## config.mk

```make
export PLATFORM = sky130hd
export DESIGN_NAME = var_state_table
export DESIGN_NICKNAME = d
export VERILOG_FILES = /design/src/rtl/vst_pkg.sv /design/src/rtl/vst_snapshot_stack.sv /design/src/rtl/var_state_table.sv
export SDC_FILE = /design/constraint.sdc
export NUM_CORES = 1
export LEC_CHECK = 0
export ABC_AREA = 1
export CORE_MARGIN = 4
export CORE_UTILIZATION = 40
export CTS_BUF_LIST = sky130_fd_sc_hd__clkbuf_4 sky130_fd_sc_hd__clkbuf_8 sky130_fd_sc_hd__clkbuf_16
export DETAILED_ROUTE_END_ITERATION = 12
export PLACE_DENSITY_LB_ADDON = 0.12
export SYNTH_ARGS = -nofsm -noshare
export SYNTH_HDL_FRONTEND = slang
export SYNTH_HIERARCHICAL = 1
export SYNTH_SLANG_ARGS = --single-unit
```

## constraint.sdc

```tcl
create_clock -name clk -period 4.8 [get_ports clk]
set_clock_uncertainty 0.05 [all_clocks]
set_input_delay 0.96 -clock clk [delete_from_list [all_inputs] [get_ports clk]]
set_output_delay 0.96 -clock clk [all_outputs]
set_load 0.005 [all_outputs]
```

## src/rtl/vst_pkg.sv

```systemverilog
// Shared definitions for the variable state table: row addresses, sizes and the row bundle.
package vst_pkg;

  localparam int unsigned VAR_NUM = 16;
  localparam int unsigned DEPTH   = 8;
  localparam int unsigned LVL_W   = $clog2(DEPTH + 1);
  localparam int unsigned IDX_W   = $clog2(DEPTH);

  localparam logic [1:0] VST_FREE   = 2'd0;
  localparam logic [1:0] VST_ASSIGN = 2'd1;
  localparam logic [1:0] VST_FORCE  = 2'd2;
  localparam logic [1:0] VST_STATUS = 2'd3;

  typedef struct packed {
    logic [VAR_NUM-1:0] free;
    logic [VAR_NUM-1:0] assignment;
    logic [VAR_NUM-1:0] force_assign;
  } vst_rows_t;

  localparam vst_rows_t VST_ROWS_RST = '{
    free:         {VAR_NUM{1'b1}},
    assignment:   {VAR_NUM{1'b0}},
    force_assign: {VAR_NUM{1'b0}}
  };

endpackage

```

## src/rtl/vst_snapshot_stack.sv

```systemverilog
// Bounded LIFO of row snapshots, one entry per decision level.
module vst_snapshot_stack
  import vst_pkg::*;
(
  input  logic             clk,
  input  logic             rst,
  input  logic             clear,
  input  logic             push,
  input  logic             pop,
  input  vst_rows_t        din,
  output vst_rows_t        top_c,
  output logic [LVL_W-1:0] level,
  output logic             full,
  output logic             empty,
  output logic             err
);

  vst_rows_t        mem [DEPTH];
  logic             push_ok_c;
  logic             pop_ok_c;
  logic             err_c;
  logic [LVL_W-1:0] level_nxt_c;

  // Accept/reject decision and next occupancy
  always_comb begin
    push_ok_c   = push & ~pop & ~full;
    pop_ok_c    = pop & ~push & ~empty;
    err_c       = (push & pop) | (push & full) | (pop & empty);
    level_nxt_c = level;
    if (push_ok_c) begin
      level_nxt_c = level + LVL_W'(1);
    end else if (pop_ok_c) begin
      level_nxt_c = level - LVL_W'(1);
    end
  end

  always_ff @(posedge clk or negedge rst) begin
    if (!rst) begin
      level <= '0;
      full  <= 1'b0;
      empty <= 1'b1;
      err   <= 1'b0;
    end else if (clear) begin
      level <= '0;
      full  <= 1'b0;
      empty <= 1'b1;
      err   <= 1'b0;
    end else begin
      level <= level_nxt_c;
      full  <= (level_nxt_c == LVL_W'(DEPTH));
      empty <= (level_nxt_c == '0);
      err   <= err_c;
    end
  end

  // Storage needs no reset: occupancy alone decides what is valid
  always_ff @(posedge clk) begin
    if (push_ok_c && !clear) begin
      mem[IDX_W'(level)] <= din;
    end
  end

  assign top_c = mem[IDX_W'(level - LVL_W'(1))];

endmodule

```

## src/rtl/var_state_table.sv

```systemverilog
// Variable state table: live free/assignment/force rows, BCP merge writes, and snapshot stack.
module var_state_table
  import vst_pkg::*;
(
  input  logic               clk,
  input  logic               rst,
  input  logic               vst_en,
  input  logic               vst_write,
  input  logic               vst_bcp_write,
  input  logic [1:0]         vst_address,
  input  logic [VAR_NUM-1:0] vst_in,
  output logic [VAR_NUM-1:0] vst_out,
  input  logic               push,
  input  logic               pop,
  input  logic               clear,
  output logic [LVL_W-1:0]   level,
  output logic               full,
  output logic               empty,
  output logic               stack_err
);

  vst_rows_t          rows;
  vst_rows_t          rows_nxt_c;
  vst_rows_t          top_c;
  logic               restore_c;
  logic [VAR_NUM-1:0] rd_c;

  vst_snapshot_stack u_stack (
    .clk   (clk),
    .rst   (rst),
    .clear (clear),
    .push  (push),
    .pop   (pop),
    .din   (rows),
    .top_c (top_c),
    .level (level),
    .full  (full),
    .empty (empty),
    .err   (stack_err)
  );

  // Row update: full write beats merge; an accepted pop overrides both
  always_comb begin
    rows_nxt_c = rows;
    restore_c  = pop & ~push & ~empty;
    if (vst_en && vst_write) begin
      case (vst_address)
        VST_FREE:   rows_nxt_c.free         = vst_in;
        VST_ASSIGN: rows_nxt_c.assignment   = vst_in;
        VST_FORCE:  rows_nxt_c.force_assign = vst_in;
        default:    ;
      endcase
    end else if (vst_en && vst_bcp_write) begin
      case (vst_address)
        VST_FREE:   rows_nxt_c.free         = rows.free & ~vst_in;
        VST_ASSIGN: rows_nxt_c.assignment   = (rows.assignment & ~rows.free) | (vst_in & rows.free);
        VST_FORCE:  rows_nxt_c.force_assign = rows.force_assign | vst_in;
        default:    ;
      endcase
    end
    if (restore_c) begin
      rows_nxt_c = top_c;
    end
  end

  // Read mux sees pre-update state
  always_comb begin
    rd_c = '0;
    case (vst_address)
      VST_FREE:   rd_c = rows.free;
      VST_ASSIGN: rd_c = rows.assignment;
      VST_FORCE:  rd_c = rows.force_assign;
      VST_STATUS: rd_c = VAR_NUM'({level, full, empty});
      default:    rd_c = '0;
    endcase
  end

  always_ff @(posedge clk or negedge rst) begin
    if (!rst) begin
      rows    <= VST_ROWS_RST;
      vst_out <= '0;
    end else if (clear) begin
      rows    <= VST_ROWS_RST;
      vst_out <= '0;
    end else begin
      rows <= rows_nxt_c;
      if (vst_en) begin
        vst_out <= rd_c;
      end
    end
  end

endmodule

```

==> results of run 1 <==
## metrics by stage
step	util [%]	setup WS [ns]	cells	TNS (ns)	hold slack [ns]
2_1_floorplan	-	-0.510	1836	-63.02	0.422
3_3_place_gp	42.8	1.26	2425	0	0.414
3_5_place_dp	42.8	1.26	2425	0	0.418
4_1_cts	46.1	1.24	2515	0	0.432
5_1_grt	46.1	1.01	2515	0	0.445
6_report	46.1	1.30	2515	0	0.432
## sequential cells by signal, indices dropped and copies added (netlist names)
signal,cells
u_stack/empty,1
rows,48
u_stack/full,1
vst_out,16
u_stack/level,4
u_stack/mem,384
u_stack/err,1
## cell families after synthesis
family	count (synthesis)	synth area share, %
buffers and inverters	153	4.04
adder cells (fa/ha/maj)	2	0.128
AND/OR/NAND/NOR	869	17.7
AO/OA/AOI/OAI	356	9.82
flip-flops	455	68.2
XOR/XNOR	1	0.0448
## where the power goes
| part | switching (mW) | internal (mW) | total, mW | leakage (nW) |
|---|---|---|---|---|
| Clock | 1.51 | 2.18 | 3.69 | 0.798 |
| Sequential | 0.222 | 4.49 | 4.71 | 4.46 |
| Combinational | 1.01 | 0.444 | 1.45 | 3.14 |
## path summary, 6_finish.rpt
check	startpoint	end	slack [ns]	cells after the start
worst max-delay path	u_stack/level[0]$_DFF_PN0_	rows[34]$_DFFE_PN1P_	1.30	13
worst min-delay path	vst_out[1]$_DFFE_PN0P_	vst_out[1]$_DFFE_PN0P_	0.43	2
worst max register to register	u_stack/level[0]$_DFF_PN0_	rows[34]$_DFFE_PN1P_	1.30	13
worst min register to register	vst_out[1]$_DFFE_PN0P_	vst_out[1]$_DFFE_PN0P_	0.43	2
max in group asynchronous	rst	u_stack/level[0]$_DFF_PN0_	3.45	1
min in group asynchronous	rst	u_stack/err$_DFF_PN0_	0.50	1
## cell usage in the layout, fill, tap and decap left out, types with 2 or more instances in the layout
cell type,count
nand2_1,486
edfxtp_1,384
nor2_1,263
o21ai_0,193
nand3_1,83
a21oi_1,65
dfrtp_1,53
clkbuf_16,49
a31oi_1,48
clkdlybuf4s50_1,47
inv_1,39
o21ai_1,31
buf_4,24
dfstp_2,17
o211ai_1,14
or2_0,13
clkbuf_4,12
clkinv_2,11
inv_2,8
clkinv_1,8
buf_12,7
nand2_2,6
nor2_4,6
clkbuf_8,5
a21oi_4,3
inv_6,3
bufinv_16,3
nor3_2,3
nor2_2,2
a21oi_2,2
or2_2,2
## critical path, stage by stage, from the launching register on
cell,delay (ns)
dfrtp_4,0.74
inv_6,0.25
ha_4,0.63
clkinv_2,0.39
buf_12,0.29
nor2_1,0.12
o21ai_0,0.08
a31oi_1,0.33
nand3_1,0.14
nand2_1,0.08
inv_1,0.04
nand2_1,0.06
nand2_1,0.05
nand2_1,0.07
## cells in the mapped netlist
library cell / count / area [µm²]
a21oi_1: 65 / 325
a21oi_2: 2 / 17.5
a21oi_4: 3 / 48.8
a31oi_1: 48 / 300
buf_1: 5 / 18.8
buf_12: 1 / 20.0
buf_2: 34 / 170
buf_4: 21 / 158
buf_6: 8 / 90.1
buf_8: 1 / 15.0
clkbuf_1: 33 / 124
clkbuf_2: 1 / 5.00
dfrtp_1: 54 / 1350
dfstp_2: 17 / 447
edfxtp_1: 384 / 11500
ha_1: 2 / 25.0
inv_1: 40 / 150
inv_2: 8 / 30.0
inv_6: 1 / 8.76
nand2_1: 486 / 1820
nand2_2: 6 / 37.5
nand2_4: 1 / 11.3
nand3_1: 83 / 415
nand3_2: 1 / 10.0
nand3b_1: 1 / 7.51
nor2_1: 267 / 1000
nor2_2: 2 / 12.5
nor2_4: 2 / 22.5
nor3_1: 5 / 25.0
o211ai_1: 14 / 105
o21ai_0: 193 / 966
o21ai_1: 31 / 155
or2_0: 13 / 81.3
or2_2: 2 / 12.5
xor2_1: 1 / 8.76
## layer usage
metal	up-vias	part of all wire, %	routed length [µm]
met3	84	6.4	3470
li1	6373	-	-
met5	-	0.037	20
met2	407	46	25200
met1	6605	45	24500
met4	2	2.1	1140
## area by class of cell
type                            instances  area (µm²)  area share [%]
Timing Repair Buffer                   78         791            3.57
Tap cell                              615         769            3.47
Inverter                               49         190           0.859
Clock inverter                         24         195           0.881
Clock buffer                           66        1390            6.25
Sequential cell                       455       13300            60.2
Multi-Input combinational cell       1228        5480            24.8
==> flow_metrics.env, run 1 <==
export IMPL_status="finished, final reports clean"
export IMPL_syn_avg_cell_area_um2=10.6
export IMPL_drt_iter0_drc=1210
export IMPL_fp_dieW_um=229
export IMPL_routed_via_density=5.36
export IMPL_post_cts_buffers=0
export IMPL_core_area_um2=48000
export IMPL_clk_path_buf_depth=3
export IMPL_grt_max_degree=85
export IMPL_first_pass_iters=5
export IMPL_hpwl_mm=30.8
export IMPL_drive_gt1_share_pct=8.89
export IMPL_grt_pass1_vias=13100
export IMPL_dpl_instance_area_um2=20600
export IMPL_synth_cells=1836
export IMPL_clock_fmax_mhz=285
export IMPL_busiest_layer="met2"
export IMPL_ant_nets=0
export IMPL_cp_max_fo=44
export IMPL_fp_row_count=80
export IMPL_antenna_found_initial=2
export IMPL_crit_required_ns=5.28
export IMPL_vdd_drop_max_uv=272
export IMPL_cts_hold_buf=0
export IMPL_syn_area_um2=19500
export IMPL_die_area_um2=52400
export IMPL_fin_nets=1888
export IMPL_final_area_um2=22100
export IMPL_yosysUniqueCellTypes=35
export IMPL_use_met3_pct=3.80
export IMPL_area_growth_pct=13.4
export IMPL_fill_cells=4430
export IMPL_io_pins=49
export IMPL_start_util_pct=40.7
export IMPL_port_buffers=48
export IMPL_cp_start_kind="flip-flop"
export IMPL_grt_pass1_wl_mm=82.9
export IMPL_leakage_nw=8.40
export IMPL_grtUsageMet1_pct=28.8
export IMPL_grt_usage_pct=20.5
export IMPL_wl_per_cell_um=21.6
export IMPL_p_total_mw=9.86
export IMPL_hold_path_class="flip-flop to flip-flop"
export IMPL_layout_min_cycle_time_ns=3.50
export IMPL_relSlewSlack_pct=29.6
export IMPL_arrival_ns=3.98
export IMPL_crit_path_end_kind="flip-flop"
export IMPL_syn_nets=1864
export IMPL_cts_tree="built"
export IMPL_tightest_slew_ns=1.06
export IMPL_critical_path_class="flip-flop to flip-flop"
export IMPL_cap_violations=0
export IMPL_cts_buffers=48
export IMPL_hold_viol_final=0
export IMPL_rsz0062_at_grt="no"
export IMPL_htree_levels=2
export IMPL_post_route_period_util_pct=73.0
export IMPL_die_y_um=229
export IMPL_n_antenna_cell=0
export IMPL_overflow=0
export IMPL_path_clk_slew_ns=0.06
export IMPL_cts_resized=0
export IMPL_vias=13500
export IMPL_setup_viol=0
export IMPL_met2_usage_pct=33.1
export IMPL_slew_violations=0
export IMPL_clock_latency_ns=0.58
export IMPL_root_buffer="clkbuf_16"
export IMPL_ys_seq_elements=455
export IMPL_clock_sinks=455
export IMPL_routed_wl_mm=54.3
export IMPL_yosysSeqAreaShare_pct=68.2
export IMPL_drc=0
export IMPL_power_density_nw_per_um2=445
export IMPL_yosys_warnings=6
export IMPL_place_congestion=0.810
No activity file was read; power rests on OpenSTA's default activity.
==> inputs of run 2 (changes only) <==
Clock period 4.8 ns to 3.6 ns, I/O delays scaled along.
==> flow_metrics.env, run 2 (synthesis gave the netlist of run 1 again) <==
export IMPL_status="finished, final reports clean"
export IMPL_critical_path_class="flip-flop to output pin"
export IMPL_fin_cells=2536
export IMPL_multi_input_area_um2=5480
export IMPL_final_area_um2=22500
export IMPL_ant_nets=0
export IMPL_vias=13700
export IMPL_dp_cells=2445
export IMPL_rsz0062_at_grt="no"
export IMPL_antenna_found_initial=0
export IMPL_largest_reg_flops=384
export IMPL_crit_required_ns=2.83
export IMPL_cts_buffers=49
export IMPL_relSlewSlack_pct=32.7
export IMPL_grt_pass1_wl_mm=83.2
export IMPL_tightest_slew_ns=1.01
export IMPL_grt_pass1_vias=13300
export IMPL_n_antenna_cell=0
export IMPL_die_area_um2=52400
export IMPL_fp_row_count=80
export IMPL_hold_path_class="primary input to async pin"
export IMPL_dpl_instance_area_um2=20800
export IMPL_arrival_ns=2.39
export IMPL_first_pass_iters=5
export IMPL_leakage_nw=8.56
export IMPL_overflow=0
export IMPL_top_regs="u_stack/mem x384, rows x48, vst_out x16"
export IMPL_path_clk_slew_ns=0.06
export IMPL_routed_wl_mm=54.7
export IMPL_hold_viol_final=0
export IMPL_fp_dieW_um=229
export IMPL_htree_levels=2
export IMPL_fill_cells=4380
export IMPL_fin_ws_ns=0.445
export IMPL_cp_start_kind="flip-flop"
export IMPL_cts_tree="built"
export IMPL_layout_min_cycle_time_ns=3.16
export IMPL_fin_nets=1909
export IMPL_clock_sinks=455
export IMPL_die_y_um=229
export IMPL_core_area_um2=48000
export IMPL_final_common_cell="nand2_1"
export IMPL_grt_usage_pct=20.5
export IMPL_hpwl_mm=31.0
export IMPL_drc=0
export IMPL_pre_cts_ws_ns=0.483
export IMPL_routed_via_density=5.41
export IMPL_clock_latency_ns=0.58
export IMPL_vdd_drop_max_uv=375
export IMPL_post_cts_buffers=0
export IMPL_cp_max_fo=199
export IMPL_root_buffer="clkbuf_16"
export IMPL_cap_violations=0
export IMPL_drive_gt1_share_pct=9.99
export IMPL_place_congestion=0.778
export IMPL_cts_resized=0
export IMPL_start_util_pct=40.7
export IMPL_setup_viol=0
export IMPL_slew_violations=0
export IMPL_crit_path_end_kind="output pin"
export IMPL_area_growth_pct=15.0
export IMPL_clock_fmax_mhz=317
export IMPL_top_register="u_stack/mem"
export IMPL_io_pins=49
export IMPL_post_route_period_util_pct=87.6
export IMPL_mostFrequentLayoutCells="486 x nand2_1, 384 x edfxtp_1, 263 x nor2_1"
export IMPL_seq_area_um2=13300
export IMPL_port_buffers=48
export IMPL_wl_per_cell_um=21.6
export IMPL_p_total_mw=13.4
export IMPL_drt_iter0_drc=1304
export IMPL_clk_path_buf_depth=3
export IMPL_power_density_nw_per_um2=596
export IMPL_grt_max_degree=200
export IMPL_cts_hold_buf=0
[run 2: cell count changes in the layout (fill, tap and decap cells not counted), moves of 2 or more]
cell       previous run  this run
clkbuf_4             12        15
clkbuf_16            49        51
buf_12                7        14
clkinv_1              8         6
buf_4                24        37
clkinv_2             11         9
[run 2: path summary, 6_finish.rpt]
| check | from | to | slack (ns) | depth (start not counted) |
|---|---|---|---|---|
| setup / recovery | u_stack/level[0]$_DFF_PN0_ | level[0] | 0.44 | 2 |
| hold / removal | rst | u_stack/level[0]$_DFF_PN0_ | 0.02 | 1 |
| setup reg to reg | u_stack/level[1]$_DFF_PN0_ | rows[21]$_DFFE_PN0P_ | 0.65 | 11 |
| hold reg to reg | vst_out[11]$_DFFE_PN0P_ | vst_out[11]$_DFFE_PN0P_ | 0.43 | 2 |
| max in group asynchronous | rst | rows[45]$_DFFE_PN1P_ | 2.70 | 2 |
| min in group clk | vst_out[11]$_DFFE_PN0P_ | vst_out[11]$_DFFE_PN0P_ | 0.43 | 2 |
[run 2: metrics by stage]
stage / hold WS [ns] / TNS, ns / utilization, %
after floorplan: 0.374 / -216.63 / -
after detailed placement: 0.414 / 0 / 43.3
after CTS: 0.00698 / 0 / 46.7
after global placement: 0.414 / 0 / 43.3
after global routing: 0.0356 / 0 / 46.7
final: 0.0217 / 0 / 46.7
[run 2: final cells by class]
type,count,share of cell area [%]
clock inverter,21,0.925
inverter,49,0.847
sequential,455,59.4
clock buffer,70,6.43
multi-input combinational,1228,24.4
tap,615,3.43
timing repair buffer,98,4.58
[run 2: routing by layer]
layer / GRT usage [%] / share of wire (%) / wire length [µm] / vias up
li1: - / - / - / 6427
met1: 29.2 / 46 / 25100 / 6823
met2: 33.1 / 47 / 25600 / 393
met3: 2.85 / 5.2 / 2850 / 74
met4: 5.61 / 2.1 / 1140 / 0
met5: 0 / 0 / 0 / -
[run 2: worst max-delay path, stage by stage, from the launching register on]
cell and delay [ns]:
dfrtp_4 0.45, buf_12 0.66, clkdlybuf4s50_1 0.66
[run 2: power breakdown]
part	leakage [nW]	internal (mW)	switching [mW]
combinational	3.26	0.642	1.36
sequential	4.46	5.99	0.276
clock	0.832	3.08	2.05
total	8.56	9.71	3.69
==> inputs of run 3 (changes only) <==
Settings changed: PLACE_DENSITY from default to 0.62, PLACE_DENSITY_LB_ADDON 0.12 to default.
==> flow_metrics.env, run 3 (synthesis gave the netlist of run 1 again) <==
export IMPL_clock_sinks=455
export IMPL_grt_usage_pct=19.4
export IMPL_htree_levels=2
export IMPL_cp_start_kind="flip-flop"
export IMPL_cap_violations=0
export IMPL_first_pass_iters=6
export IMPL_cp_max_fo=37
export IMPL_status="finished, final reports clean"
export IMPL_cpMostUsedCell="nand2_1"
export IMPL_critical_path_class="flip-flop to flip-flop"
export IMPL_drt_iter0_drc=1693
export IMPL_top_register="u_stack/mem"
export IMPL_ff2ff_path_depth=13
export IMPL_mostFrequentLayoutCells="486 x nand2_1, 384 x edfxtp_1, 263 x nor2_1"
export IMPL_post_route_period_util_pct=82.7
export IMPL_hold_path_class="primary input to async pin"
export IMPL_setup_viol=0
export IMPL_power_density_nw_per_um2=587
export IMPL_path_clk_slew_ns=0.06
export IMPL_slew_violations=0
export IMPL_cts_buffers=47
export IMPL_fin_nets=1899
export IMPL_layout_min_cycle_time_ns=2.98
export IMPL_cts_resized=0
export IMPL_ant_nets=0
export IMPL_overflow=0
export IMPL_utilization_pct=46.4
export IMPL_dp_cells=2437
export IMPL_port_buffers=48
export IMPL_routed_wl_mm=51.4
export IMPL_routed_via_density=5.42
export IMPL_relSlewSlack_pct=34.2
export IMPL_die_area_um2=52400
export IMPL_crit_path_end_kind="flip-flop"
export IMPL_arrival_ns=3.43
export IMPL_fin_cells=2524
export IMPL_post_cts_buffers=0
export IMPL_grt_max_degree=195
export IMPL_root_buffer="clkbuf_16"
export IMPL_dpl_instance_area_um2=20700
export IMPL_io_pins=49
export IMPL_leakage_nw=8.47
export IMPL_clock_latency_ns=0.58
export IMPL_area_growth_pct=14.1
export IMPL_largest_reg_flops=384
export IMPL_wl_per_cell_um=20.4
export IMPL_hold_viol_final=0
export IMPL_die_y_um=229
export IMPL_r2r_start="u_stack/level[1]$_DFF_PN0_"
export IMPL_clk_path_buf_depth=3
export IMPL_final_area_um2=22300
export IMPL_fp_row_count=80
export IMPL_vdd_drop_max_uv=340
export IMPL_grt_pass1_vias=13200
export IMPL_drive_gt1_share_pct=9.27
export IMPL_hpwl_mm=28.6
export IMPL_core_area_um2=48000
export IMPL_start_util_pct=40.7
export IMPL_tightest_slew_ns=0.987
export IMPL_cts_tree="built"
export IMPL_rsz0062_at_grt="no"
export IMPL_final_common_cell="nand2_1"
export IMPL_crit_slowest_cell="dfrtp_1"
export IMPL_crit_chain="inv_1 > ha_4 > buf_4 > o21ai_0 > o21ai_0 > a21oi_1 > a31oi_1 > nand3_1 > nand2_1 > inv_1 > nand2_1 > nand2_1 > nand2_1"
export IMPL_top_regs="u_stack/mem x384, rows x48, vst_out x16"
export IMPL_place_congestion=0.829
export IMPL_grt_pass1_wl_mm=79.5
export IMPL_r2r_slack_ns=0.62
export IMPL_fp_dieW_um=229
export IMPL_n_antenna_cell=0
export IMPL_vias=13700
export IMPL_clock_fmax_mhz=336
export IMPL_cts_hold_buf=0
export IMPL_crit_required_ns=4.06
export IMPL_drc=0
export IMPL_p_total_mw=13.1
export IMPL_worstSetupStartpoint="u_stack/level[1]$_DFF_PN0_"
export IMPL_crit_end="rows[36]$_DFFE_PN1P_"
export IMPL_cpPeakStageDelay_ns=0.56
export IMPL_antenna_found_initial=1
export IMPL_worstReg2RegEnd="rows[36]$_DFFE_PN1P_"
[run 3: how the worst min path moves through the flow]
stage	to	slack, ns	depth (start not counted)
after floorplan	rows[0]$_DFFE_PN0P_	0.37	0
after global placement	vst_out[7]$_DFFE_PN0P_	0.41	2
after detailed placement	vst_out[7]$_DFFE_PN0P_	0.42	2
after CTS	vst_out[1]$_DFFE_PN0P_	0.26	1
after global routing	vst_out[1]$_DFFE_PN0P_	0.31	1
final	u_stack/level[0]$_DFF_PN0_	0.26	1
[run 3: critical path, delay by kind of cell (launching register included)]
kind                       cells  cell delay [ns]
and+or+nand+nor                5             0.33
adders and majority gates      1             0.53
buffers and inverters          3             0.73
AOI/OAI and AO/OA              4             0.70
DFF                            1             0.56
[run 3: layout make-up]
cell class              instances  area, µm²
repair buffers                 90        943
well taps                     615        769
inverters                      49        190
clock buffers                  62       1330
fillers                      4313      25800
flip-flops and latches        455      13300
multi-input cells            1228       5480
clock inverters                25        239
[run 3: through the flow]
| step | hold slack [ns] | worst slack (ns) | setup TNS [ns] |
|---|---|---|---|
| 5_1_grt | 0.311 | 0.416 | 0 |
| 3_3_place_gp | 0.412 | 0.639 | 0 |
| 4_1_cts | 0.260 | 0.592 | 0 |
| 6_report | 0.258 | 0.624 | 0 |
| 2_1_floorplan | 0.374 | -1.47 | -216.63 |
| 3_5_place_dp | 0.416 | 0.585 | 0 |
[run 3: layer usage]
metal / track usage, % / vias to the layer above / part of all wire (%)
met5: 0 / - / 0.039
met4: 5.38 / 2 / 1.8
met3: 3.38 / 70 / 8.1
met2: 30.9 / 557 / 47
met1: 27.6 / 6651 / 43
li1: - / 6411 / -
[run 3: power breakdown]
part	leakage [nW]	switching, mW	total [mW]	internal (mW)
sequential	4.46	0.261	6.25	5.99
combinational	3.22	1.34	1.95	0.612
clock	0.790	1.99	4.88	2.90
total	8.47	3.58	13.1	9.50
